## src/rtl/serial_magnitude_comparator_pkg.sv

```systemverilog
// Shared types for the serial magnitude comparator.
//   state_t   : FSM state encoding (IDLE, COMPARE, DONE)
//   result_t  : registered comparison result, ordered {gt, eq, lt}
//   cnt_width : slice-counter width for a given slice count (minimum 1 bit)
package serial_cmp_pkg;

  typedef enum logic [1:0] {
    IDLE    = 2'd0,
    COMPARE = 2'd1,
    DONE    = 2'd2
  } state_t;

  typedef struct packed {
    logic gt;
    logic eq;
    logic lt;
  } result_t;

  function automatic int cnt_width(input int nslice);
    return (nslice <= 1) ? 1 : $clog2(nslice);
  endfunction

endpackage

```

## src/rtl/serial_magnitude_comparator_if.sv

```systemverilog
// Request/result bundle for the serial magnitude comparator.
//   start, a, b             : request side, driven by the requester (master)
//   busy, done, gt, eq, lt  : status/result side, driven by the comparator (slave)
interface serial_magnitude_comparator_if #(
  parameter int WIDTH = 8
);
  logic             start;
  logic [WIDTH-1:0] a;
  logic [WIDTH-1:0] b;
  logic             busy;
  logic             done;
  logic             gt;
  logic             eq;
  logic             lt;

  modport master (
    output start, a, b,
    input  busy, done, gt, eq, lt
  );

  modport slave (
    input  start, a, b,
    output busy, done, gt, eq, lt
  );
endinterface

```

## src/rtl/serial_magnitude_comparator_slice.sv

```systemverilog
// Combinational 2-bit unsigned comparator used as the per-slice decision
// element of the serial comparator.
//   x, y     : 2-bit slices under comparison
//   slice_gt : x > y
//   slice_lt : x < y   (equality is implied when both outputs are 0)
module slice_compare_2bit (
  input  logic [1:0] x,
  input  logic [1:0] y,
  output logic       slice_gt,
  output logic       slice_lt
);

  assign slice_gt = (x > y);
  assign slice_lt = (x < y);

endmodule

```

## src/rtl/serial_magnitude_comparator.sv

```systemverilog
// Serial unsigned magnitude comparator: examines one 2-bit slice per clock,
// MSB first, and exits on the first differing slice.
//   clk   : rising-edge clock
//   rst_n : asynchronous active-low reset
//   bus   : slave side of serial_magnitude_comparator_if
//           start/a/b in; busy/done/gt/eq/lt out (all outputs registered)
module serial_magnitude_comparator
  import serial_cmp_pkg::*;
#(
  parameter int WIDTH = 8
) (
  input  logic                          clk,
  input  logic                          rst_n,
  serial_magnitude_comparator_if.slave  bus
);

  localparam int NSLICE = WIDTH / 2;
  localparam int CW     = cnt_width(NSLICE);

  generate
    if ((WIDTH < 2) || ((WIDTH % 2) != 0)) begin : g_bad_width
      $error("serial_magnitude_comparator: WIDTH must be even and >= 2");
    end
  endgenerate

  state_t           state;
  state_t           state_nxt;
  logic [WIDTH-1:0] sa;
  logic [WIDTH-1:0] sb;
  logic [CW-1:0]    cnt;
  result_t          res;
  logic             busy_q;
  logic             done_q;
  logic             busy_d;
  logic             done_d;
  logic             slice_gt;
  logic             slice_lt;
  logic             last_slice;

  // The top slice of each shift register is always the one under test.
  slice_compare_2bit u_slice (
    .x        (sa[WIDTH-1 -: 2]),
    .y        (sb[WIDTH-1 -: 2]),
    .slice_gt (slice_gt),
    .slice_lt (slice_lt)
  );

  assign last_slice = (cnt == '0);

  // State register
  always_ff @(posedge clk or negedge rst_n) begin
    if (!rst_n) begin
      state <= IDLE;
    end else begin
      state <= state_nxt;
    end
  end

  // Next-state logic
  always_comb begin
    state_nxt = state;
    case (state)
      IDLE: begin
        if (bus.start) begin
          state_nxt = COMPARE;
        end
      end
      COMPARE: begin
        if (slice_gt || slice_lt || last_slice) begin
          state_nxt = DONE;
        end
      end
      DONE:    state_nxt = IDLE;
      default: state_nxt = IDLE;
    endcase
  end

  // Output decode: busy/done are decoded from the state being entered so the
  // registered copies line up exactly with the state itself.
  always_comb begin
    busy_d = (state_nxt != IDLE);
    done_d = (state_nxt == DONE);
  end

  always_ff @(posedge clk or negedge rst_n) begin
    if (!rst_n) begin
      busy_q <= 1'b0;
      done_q <= 1'b0;
    end else begin
      busy_q <= busy_d;
      done_q <= done_d;
    end
  end

  // Datapath: operand capture, slice shifting, counter and result flags
  always_ff @(posedge clk or negedge rst_n) begin
    if (!rst_n) begin
      sa  <= '0;
      sb  <= '0;
      cnt <= '0;
      res <= '0;
    end else begin
      case (state)
        IDLE: begin
          if (bus.start) begin
            sa  <= bus.a;
            sb  <= bus.b;
            cnt <= CW'(NSLICE - 1);
            res <= '0;
          end
        end
        COMPARE: begin
          if (slice_gt) begin
            res <= '{gt: 1'b1, eq: 1'b0, lt: 1'b0};
          end else if (slice_lt) begin
            res <= '{gt: 1'b0, eq: 1'b0, lt: 1'b1};
          end else if (last_slice) begin
            res <= '{gt: 1'b0, eq: 1'b1, lt: 1'b0};
          end else begin
            // Equal so far: bring the next slice up to the top.
            sa  <= sa << 2;
            sb  <= sb << 2;
            cnt <= cnt - CW'(1);
          end
        end
        default: ;
      endcase
    end
  end

  assign bus.busy = busy_q;
  assign bus.done = done_q;
  assign bus.gt   = res.gt;
  assign bus.eq   = res.eq;
  assign bus.lt   = res.lt;

endmodule
```

## src/flat_wrapper.sv

```systemverilog
// flat-port wrapper written by rule: the top's interface ports become plain ports
module serial_magnitude_comparator_flat import serial_cmp_pkg::*;
#(
  parameter int WIDTH = 8
)
  (clk, rst_n, bus_start, bus_a, bus_b, bus_busy, bus_done, bus_gt, bus_eq, bus_lt);
  serial_magnitude_comparator_if #(.WIDTH(WIDTH)) bus_i ();
  input  logic clk;
  input  logic rst_n;
  input wire logic [$bits(bus_i.start)-1:0] bus_start;
  input wire logic [$bits(bus_i.a)-1:0] bus_a;
  input wire logic [$bits(bus_i.b)-1:0] bus_b;
  output wire logic [$bits(bus_i.busy)-1:0] bus_busy;
  output wire logic [$bits(bus_i.done)-1:0] bus_done;
  output wire logic [$bits(bus_i.gt)-1:0] bus_gt;
  output wire logic [$bits(bus_i.eq)-1:0] bus_eq;
  output wire logic [$bits(bus_i.lt)-1:0] bus_lt;
  assign bus_i.start = bus_start;
  assign bus_i.a = bus_a;
  assign bus_i.b = bus_b;
  assign bus_busy = bus_i.busy;
  assign bus_done = bus_i.done;
  assign bus_gt = bus_i.gt;
  assign bus_eq = bus_i.eq;
  assign bus_lt = bus_i.lt;
  serial_magnitude_comparator #(.WIDTH(WIDTH)) u_core (.clk(clk), .rst_n(rst_n), .bus(bus_i));
endmodule
```

## config.mk

```make
export PLATFORM = sky130hd
export DESIGN_NAME = serial_magnitude_comparator_flat
export DESIGN_NICKNAME = d
export VERILOG_FILES = /design/src/rtl/serial_magnitude_comparator_pkg.sv /design/src/rtl/serial_magnitude_comparator_if.sv /design/src/rtl/serial_magnitude_comparator_slice.sv /design/src/rtl/serial_magnitude_comparator.sv /design/src/flat_wrapper.sv
export SDC_FILE = /design/constraint.sdc
export NUM_CORES = 1
export LEC_CHECK = 0
export CAP_MARGIN = 20
export CORE_MARGIN = 5
export CORE_UTILIZATION = 50
export DETAILED_ROUTE_END_ITERATION = 12
export GPL_TIMING_DRIVEN = 1
export PLACE_DENSITY_LB_ADDON = 0.2
export SLEW_MARGIN = 0
export SYNTH_ARGS = -nofsm -noshare
export SYNTH_HDL_FRONTEND = slang
export SYNTH_HIERARCHICAL = 1
export SYNTH_SLANG_ARGS = --single-unit
```

## constraint.sdc

```tcl
create_clock -name clk -period 2.6 [get_ports clk]
set_clock_uncertainty 0.15 [all_clocks]
set_input_delay 0.26 -clock clk [delete_from_list [all_inputs] [get_ports clk]]
set_output_delay 0.26 -clock clk [all_outputs]
set_load 0.02 [all_outputs]
```

Yosys cells after proc, flatten, opt, wreduce, memory -nomap -nowiden

Index checks and enable logic that the tools add are counted.

Equal/unequal tests: 7
Add/subtract/negate cells: 1
Mux-type cells: 23
Magnitude comparators: 2
Reduce and logical (&&, ||, !) cells: 8

Operators by type and width:

| operator              | number |
|---|---|
| $mux W8               | 8 |
| $pmux W8 S2           | 2 |
| $mux W2               | 6 |
| $mux W3               | 4 |
| $ne A2 B2 Y1 const B  | 4 |
| $pmux W2 S2           | 2 |
| $pmux W3 S2           | 1 |
| $reduce_and A5 Y1     | 1 |
| $logic_not A2 Y1      | 2 |
| $ne A4 B1 Y1 const B  | 1 |
| $reduce_bool A2 Y1    | 2 |
| $reduce_and A3 Y1     | 1 |
| $eq A2 B1 Y1 const B  | 1 |
| $eq A2 B2 Y1 const B  | 1 |
| $gt A2 B2 Y1          | 1 |
| $logic_or A1 B1 Y1    | 2 |
| $lt A2 B2 Y1          | 1 |
| $sub A2 B1 Y2 const B | 1 |

Flip-flop bits (word level): 25
Input port bits: 19
Word-level logic and storage cells: 50
Output and inout port bits: 5

Logic depth before layout (Yosys ltp)

Gate-level depths: netlist of run 1.

Depth after elaboration: 6
Gate-level depth with buffers: 8
Gate-level depth less buffers: 8

Cells and area by module

The synthesis of run 1 kept the hierarchy.

By module, submodules not included:

| module                      | area each (µm²) | sequential area each (µm²) | instances | cells each |
|---|---|---|---|---|
| serial_magnitude_comparator | 1123.6          | 625.6                      | 1         | 97 |
| slice_compare_2bit          | 65.1            | 0.0                        | 1         | 7 |

Worst setup path after synthesis of run 1

Ideal clock, no wire load.

Path type: register to register
From: register u_core.sb[7]
To: register u_core.sa[2]
Data arrival time: 1.755 ns
Clock period less this slack: 2.035 ns
Cell stages (with the launch flop): 9
Buffers on the path: 1
Setup time: 0.129 ns
Slack: 0.565 ns
Data required time: 2.321 ns
Cell sequence: dfrtp_1 inv_1 ha_1 nor2b_4 a2bb2oi_2 or3_4 buf_6 o32ai_1 a21oi_1

Cells in the longest elaborated chain, start to end: 3
Elaborated cells between the ends (all ways): 5
Those cells by class: order compare: 2; eq/ne: 2; reduce/logical: 1

Ends and longest elaborated chain:

| element                            | RTL line                                | RTL |
|---|---|---|
| start, declared                    | serial_magnitude_comparator.sv:29       | `logic [WIDTH-1:0] sb;` |
| start signal, assigned             | serial_magnitude_comparator.sv:107      | `sb <= bus.b;` |
| start signal, assigned             | serial_magnitude_comparator.sv:122      | `sb <= sb << 2;` |
| $gt A2 B2 Y1                       | serial_magnitude_comparator_slice.sv:13 | `assign slice_gt = (x > y);` |
| net u_core.slice_gt                | serial_magnitude_comparator.sv:36       | `logic slice_gt;` |
| $ne A2 B2 Y1 (no source line)      | -                                       |  |
| $reduce_and A5 Y1 (no source line) | -                                       |  |
| end signal, assigned               | serial_magnitude_comparator.sv:106      | `sa <= bus.a;` |
| end signal, assigned               | serial_magnitude_comparator.sv:121      | `sa <= sa << 2;` |
| end, declared                      | serial_magnitude_comparator.sv:28       | `logic [WIDTH-1:0] sa;` |

The timed path passes the listed nets, and every way through them passes these cells.
A chain may end at the register's enable or synchronous reset.

Worst setup path in the final report of run 1

From: register u_core.sb[7]
To: register u_core.sa[4]

Cells in the longest elaborated chain, start to end: 3
Elaborated cells between the ends (all ways): 5
Those cells by class: order compare: 2; eq/ne: 2; reduce/logical: 1

Ends and longest elaborated chain:

| element                            | RTL line                                | RTL |
|---|---|---|
| $lt A2 B2 Y1                       | serial_magnitude_comparator_slice.sv:14 | `assign slice_lt = (x < y);` |
| net u_core.slice_lt                | serial_magnitude_comparator.sv:37       | `logic slice_lt;` |
| $ne A2 B2 Y1 (no source line)      | -                                       |  |
| $reduce_and A5 Y1 (no source line) | -                                       |  |

The timed path passes the listed nets, and every way through them passes these cells.

==> impl_results.md, run 1 <==
- Main combinational cell family by area after synthesis: compound AO/OA/AOI/OAI gates
- Largest voltage drop on the vdd net: 0.645 mV
- Minimum period implied by the final worst setup slack: 2.28 ns
- GRT overflow: 0
- R2R depth: 8
- Number of setup buffers added after CTS: 0
- Crit path launch type: flop
- DRT Pass-1 Iters: 4
- Number of buffers inserted during clock tree synthesis: 3
- Multiplexer fraction of the synthesized cell area: 0%
- Initial core utilization: between 50% and 60%
- Number of antenna violations at the first check in global routing: 0
- Fin Setup TNS: 0 ns
- Setup-violating endpoint count in the final report: 0
- Number of H-tree levels: 1
- Synth top area cells: dfrtp_1, o32ai_1, inv_1
- Total routing usage reported by global routing: 16.4%
- Data required, critical path: 2.67 ns
- Number of buffer cells added on primary ports: 23
- Layout cells sized above 1: 16.3%
- Count of yosys warnings during synthesis: 6
- Die height: 58.8 um
- Peak per-stage delay on the critical path: 0.38 ns
- NumNets Final: approximately 150
- Number of primary I/O pins: 24
- Number of synthesized register bits: 25
- Cell class contributing the biggest share of worst-path delay: compound AO/OA/AOI/OAI gates
- Synthesized area per cell: about 11 um2
- Number of pins exceeding their max-slew limit in the final report: 0
- Die boundary width: 58.8 um
- Area growth syn-to-layout: 23.2%
- Highest fanout seen on the critical path: 8
- Clock latency at the later pin of the worst-skew pair: 0.32 ns
- DR DRC count: 0
- Max_slew headroom: 61.3%
- Critical Path AT: 2.35 ns
- Vias: 914
- Sum of buffers and inverters on the critical path: 2
- Adder-cell share of the synthesized area: 3.16%
- Global-route wire length before repair: 4.24 mm
- First DRT Iteration DRCs: 27
- Area fraction of the dominant cell type after synthesis: 52.6%
- Critical Path Source: u_core/sb[7]
- Cell taking the most area after synthesis: dfrtp_1
- Maximum number of pins on one net before global-route repair: 26
- Clk slew on worst S/H paths: 0.14 ns
- Share of the synthesized netlist area taken by xor and xnor gates: 0%
- Resized Gates After CTS: 0
- Fin. Hold Viols: 0
- Library cells used by synthesis: 30
- Run status: finished, final reports clean
- Wire length per cell: 15.9 um
- Power per cell area: 1300 nW/um2
- Via count of the first global-routing pass: ~950
- Buffers from clock root to sink, at most: 2
- Maximum achievable frequency: 438 MHz
- Total inserted antenna cells: 0
- Post-synthesis compound-gate area fraction: 24.2%
- GPL Wtd Cong: roughly 0.8
- Sink Count: 25
- Reg-to-Reg End: u_core/sa[4]
- Critical register-to-register path startpoint: u_core/sb[7]
- Antenna-violating nets left: 0
- Sequence of cells on the critical path: inv_1 -> ha_1 -> nor2b_4 -> nor2_1 -> nor3_4 -> a21oi_2 -> inv_2 -> o221a_2
- Synthesized Nets: 126
- Max-Cap Viols: 0
- Register area share after synthesis: a little over half
- DIE AREA: about 3500 um2
- Slew of the pin with the lowest slew margin: 0.580 ns
- Half-perimeter wire length after placement: approximately 1.8 mm
- Average via count per standard cell: a little under 6
- CTS hold repair buffers: 0
- Slack of the worst reg-to-reg path: 0.32 ns
- Stages on worst setup path: 8
- Cell area after synthesis: around 1200 um2
- RSZ-0062 raised after global routing: no
- Leak: 0.653 nW
- FP Rows: 17
- Root buf cell: clkbuf_4
- Total wirelength of the detailed-routed design: 2.49 mm
- Core footprint: between 2000 and 2500 um2
- Kind of critical path: reg -> reg
- Mapped Cells: around 100
- Fin crit share: 87.7%
- Class of the worst hold path: in -> async
- Share of the core filled with cells in the final layout: 65.5%
- Cell with the largest stage delay on the worst path: a21oi_2
- Post-Synth Simple-Gate Area: 11.6%
- Endpoint kind of the worst setup timing path: flop
- Clock tree from TritonCTS: yes
worst max-delay path by stage:
| stage | to | slack (ns) |
|---|---|---|
| 4_1_cts | u_core/sa[4] | 0.35 |
| 3_3_place_gp | u_core/sa[5] | 0.43 |
| 5_1_grt | u_core/sa[4] | 0.19 |
| 6_report | u_core/sa[4] | 0.32 |
| 3_5_place_dp | u_core/sb[4] | 0.35 |
| 2_1_floorplan | u_core/sa[2] | 0.57 |
power by group:
group	internal, mW	switching [mW]	total [mW]
sequential	0.564	0.0965	0.661
clock	0.0576	0.114	0.172
combinational	0.476	0.595	1.07
total	1.10	0.806	1.90
routing by layer:
layer	share of wire (%)	wire (um)	vias to the layer above	GRT usage, %
met5	0	0	-	0
met4	1.2	29	0	6.47
met3	4.8	120	4	3.73
met2	49	1230	20	26.3
met1	45	1110	459	21.4
li1	-	-	431	-
worst register-to-register path, delay by kind of cell (launching register included):
kind / cells / cell delay (ns)
flops: 1 / 0.36
compound gates: 2 / 0.64
simple gates: 3 / 0.57
fa+ha+maj: 1 / 0.31
buf+inv: 2 / 0.16
registers in the layout (all words and copies together) (netlist names):
| register | count |
|---|---|
| u_core/sa | 8 |
| u_core/cnt | 2 |
| u_core/bus.done | 1 |
| u_core/bus.lt | 1 |
| u_core/sb | 8 |
| u_core/bus.gt | 1 |
| u_core/bus.eq | 1 |
| u_core/bus.busy | 1 |
| u_core/state | 2 |
metrics by stage:
stage	hold slack (ns)	setup slack, ns	std cells	power [mW]	instance area (um2)
detailed placement	0.344	0.351	153	1.74	1440
CTS	0.128	0.346	157	1.91	1460
global placement	0.331	0.432	153	1.70	1440
global route	0.137	0.186	157	2.07	1460
finish	0.128	0.319	157	1.90	1460
floorplan	-0.186	0.565	104	1.49	1190
cell usage after synthesis, drive strengths merged:
library cell and count:
nor2 7, nor3 2, a311oi 2, nand2b 1
nor3b 1, o21ba 1, nand3 5, a32oi 1
a32o 1, and3 1, o221a 4, or3b 1
buf 6, a2bb2oi 1, a21oi 10, inv 14
o32ai 8, a22o 4, nor2b 2, dfrtp 25
ha 3, or3 1, o21ai 3
layout make-up:
type,instances,area (um2)
inverters,14,52.6
multi-input cells,59,463
clock buffers,3,22.5
well taps,28,35.0
fillers,183,769
flip-flops and latches,25,626
repair buffers,27,260
clock inverters,1,5.00
placed cells by master (no fill, tap or decap), types with 2 or more instances in the layout:
cell type	instances
dfrtp_1	25
clkdlybuf4s50_1	23
inv_1	13
a21oi_1	9
nor2_1	7
o32ai_1	7
nand3_1	5
a22o_1	4
o221a_2	4
buf_4	4
clkbuf_4	3
o21ai_0	3
ha_1	3
a311oi_1	2
cell families after synthesis:
kind of cell / after synthesis
AOI/OAI and AO/OA: 35
DFF: 25
and+or+nand+nor: 21
buffers and inverters: 20
adders and majority gates: 3
Power figures use the tool's default switching activity.
==> run 2: changes to the inputs <==
==> constraint.sdc (replaced) <==
create_clock -name clk -period 2.6 [get_ports clk]
set_clock_uncertainty 0.15 [all_clocks]
set_input_delay 0.26 -clock clk [delete_from_list [all_inputs] [get_ports clk]]
set_output_delay 0.26 -clock clk [all_outputs]
set_load 0.01 [all_outputs]
==> results of run 2 <==
Same layout as run 1 (identical final DEF). Status: finished, final reports clean.
Main changes from that run: total power 1.90 mW -> 1.88 mW; worst IR drop on VDD 0.645 mV -> 0.637 mV
==> run 3: changes to the inputs <==
--- a/config.mk
+++ b/config.mk
@@ -7,7 +7,7 @@
 export LEC_CHECK = 0
 export CAP_MARGIN = 20
 export CORE_MARGIN = 5
-export CORE_UTILIZATION = 50
+export CORE_UTILIZATION = 40
 export DETAILED_ROUTE_END_ITERATION = 12
 export GPL_TIMING_DRIVEN = 1
 export PLACE_DENSITY_LB_ADDON = 0.2
==> impl_results.md, run 3 (synthesis gave the netlist of run 1 again) <==
- Critical Path Source: u_core/sb[7] (unchanged)
- Area growth syn-to-layout: 23.4% (was 23.2%)
- Final cell area excluding filler cells: 1470 um2 (was 1460 um2)
- Fin Setup TNS: 0 ns (unchanged)
- Run status: finished, final reports clean (unchanged)
- Average via count per standard cell: 5.55 (was 5.82)
- Most frequent cells in the layout: dfrtp_1, clkdlybuf4s50_1, inv_1, a21oi_1 (unchanged)
- R2R depth: 9 (was 8)
- Initial core utilization: 42.4% (was 53.2%)
- Vias: 888 (was 914)
- DIE AREA: 4160 um2 (was 3450 um2)
- Max_slew headroom: 61.6% (was 61.3%)
- Data required, critical path: 2.67 ns (about the same)
- Number of antenna violations at the first check in global routing: 0 (unchanged)
- Resized Gates After CTS: 0 (unchanged)
- Half-perimeter wire length after placement: 1.87 mm (was 1.83 mm)
- Number of buffer cells added on primary ports: 23 (unchanged)
- Post-Place Worst Slack: 0.411 ns (was 0.351 ns)
- Fin. Hold Viols: 0 (unchanged)
- Final Worst Setup Slack: 0.379 ns (was 0.319 ns)
- Most common cell after layout, fill and taps aside: dfrtp_1 (unchanged)
- Setup-violating endpoint count in the final report: 0 (unchanged)
- Crit path launch type: flop (unchanged)
- Peak per-stage delay on the critical path: 0.38 ns (about the same)
- Slew of the pin with the lowest slew margin: 0.576 ns (was 0.580 ns)
- Number of pins exceeding their max-slew limit in the final report: 0 (unchanged)
- Top Registers: u_core/sa: 8 flops, u_core/sb: 8 flops (unchanged)
- GRT overflow: 0 (unchanged)
- FP Rows: 19 (was 17)
- Class of the worst hold path: in -> async (unchanged)
- Buffers from clock root to sink, at most: 2 (unchanged)
- Total routing usage reported by global routing: 13.0% (was 16.4%)
- Sequence of cells on the critical path: inv_1 -> ha_1 -> nor2b_4 -> nor2_1 -> nor3_4 -> a21oi_2 -> buf_4 -> inv_2 -> o221a_2 (was inv_1 -> ha_1 -> nor2b_4 -> nor2_1 -> nor3_4 -> a21oi_2 -> inv_2 -> o221a_2)
- DR DRC count: 0 (unchanged)
- Cell class contributing the biggest share of worst-path delay: simple AND/OR/NAND/NOR gates (was compound AO/OA/AOI/OAI gates)
- Fin crit share: 85.4% (was 87.7%)
- Number of H-tree levels: 1 (unchanged)
- Total inserted antenna cells: 0 (unchanged)
- DRT Pass-1 Iters: 4 (unchanged)
- Via count of the first global-routing pass: 880 (was 954)
- NumNets Final: 152 (unchanged)
- Core footprint: 2810 um2 (was 2230 um2)
- Number of buffers inserted during clock tree synthesis: 3 (unchanged)
- Reg-to-Reg End: u_core/sa[4] (unchanged)
- Root buf cell: clkbuf_4 (unchanged)
- Die height: 64.5 um (was 58.8 um)
- First DRT Iteration DRCs: 27 (unchanged)
- Wire length per cell: 16.3 um (was 15.9 um)
- Clock latency at the later pin of the worst-skew pair: 0.32 ns (about the same)
- Sink Count: 25 (unchanged)
- Cell with the largest stage delay on the worst path: dfrtp_1 (was a21oi_2)
- Minimum period implied by the final worst setup slack: 2.22 ns (was 2.28 ns)
- Slack of the worst reg-to-reg path: 0.38 ns (was 0.32 ns)
- Sum of buffers and inverters on the critical path: 3 (was 2)
- Min Hold Slack: 0.137 ns (was 0.128 ns)
- GPL Wtd Cong: 0.734 (was 0.782)
- Clock tree from TritonCTS: yes (unchanged)
- Highest fanout seen on the critical path: 8 (unchanged)
- Maximum achievable frequency: 450 MHz (was 438 MHz)
- Clk slew on worst S/H paths: 0.14 ns (about the same)
- Critical register-to-register path startpoint: u_core/sb[7] (unchanged)
- Total wirelength of the detailed-routed design: 2.61 mm (was 2.49 mm)
- Layout cells sized above 1: 15.5% (was 16.3%)
- Maximum number of pins on one net before global-route repair: 26 (unchanged)
- RSZ-0062 raised after global routing: no (unchanged)
- Die boundary width: 64.5 um (was 58.8 um)
- Leak: 0.650 nW (was 0.653 nW)
- Number of primary I/O pins: 24 (unchanged)
- Total cell area at the placement stage: 1440 um2 (about the same)
- Largest voltage drop on the vdd net: 0.493 mV (was 0.637 mV)
- Total Power: 1.87 mW (was 1.88 mW)
- Critical Path AT: 2.30 ns (was 2.35 ns)
- Power per cell area: 1270 nW/um2 (was 1290 nW/um2)
- Endpoint kind of the worst setup timing path: flop (unchanged)
- Max-Cap Viols: 0 (unchanged)
- Kind of critical path: reg -> reg (unchanged)
- Global-route wire length before repair: 4.17 mm (was 4.24 mm)
- CTS hold repair buffers: 0 (unchanged)
- Number of setup buffers added after CTS: 0 (unchanged)
- Antenna-violating nets left: 0 (unchanged)
==> run 3: changes by cell type in the layout (fill, tap and decap cells not counted) <==
cell / before / now
clkbuf_1: 0 / 1
clkinv_2: 1 / 0
==> run 3: cell type report <==
type | instances | area (um2)
Fill cell | 264 | 1340
Sequential cell | 25 | 626
Multi-Input combinational cell | 59 | 463
Timing Repair Buffer | 27 | 260
Inverter | 14 | 52.6
Tap cell | 31 | 38.8
Clock buffer | 4 | 26.3
==> run 3: worst register-to-register path: cells and delay by family (launching register included) <==
kind / cells / cell delay, ns
AO/OA/AOI/OAI: 2 / 0.41
flip-flops: 1 / 0.38
AND/OR/NAND/NOR: 3 / 0.60
buffers and inverters: 3 / 0.27
adder cells (fa/ha/maj): 1 / 0.32
==> run 3: how the worst max path moves through the flow <==
stage          slack, ns  cells past startpoint           end
2_1_floorplan       0.57                      8  u_core/sa[2]
3_3_place_gp        0.43                      7  u_core/sa[6]
3_5_place_dp        0.41                      7  u_core/sa[6]
4_1_cts             0.36                      9  u_core/sa[4]
5_1_grt             0.23                      9  u_core/sa[4]
6_report            0.38                      9  u_core/sa[4]
==> run 3: through the flow <==
step | instances | util (%)
floorplan | 104 | -
CTS | 160 | 52.3
global route | 160 | 52.3
finish | 160 | 52.3
detailed placement | 156 | 51.3
global placement | 156 | 51.3
==> run 3: metal layers <==
layer	GRT usage, %	routed length, um	up-vias
met5	0	0	-
met4	5.54	41	0
met3	2.25	114	4
met2	21.0	1240	19
li1	-	-	432
met1	17.1	1220	433
==> run 3: report_power, final <==
group,internal [mW],total (mW),switching [mW]
logic,0.463,1.03,0.569
clock network,0.0600,0.175,0.115
registers,0.564,0.663,0.0985
total,1.09,1.87,0.782
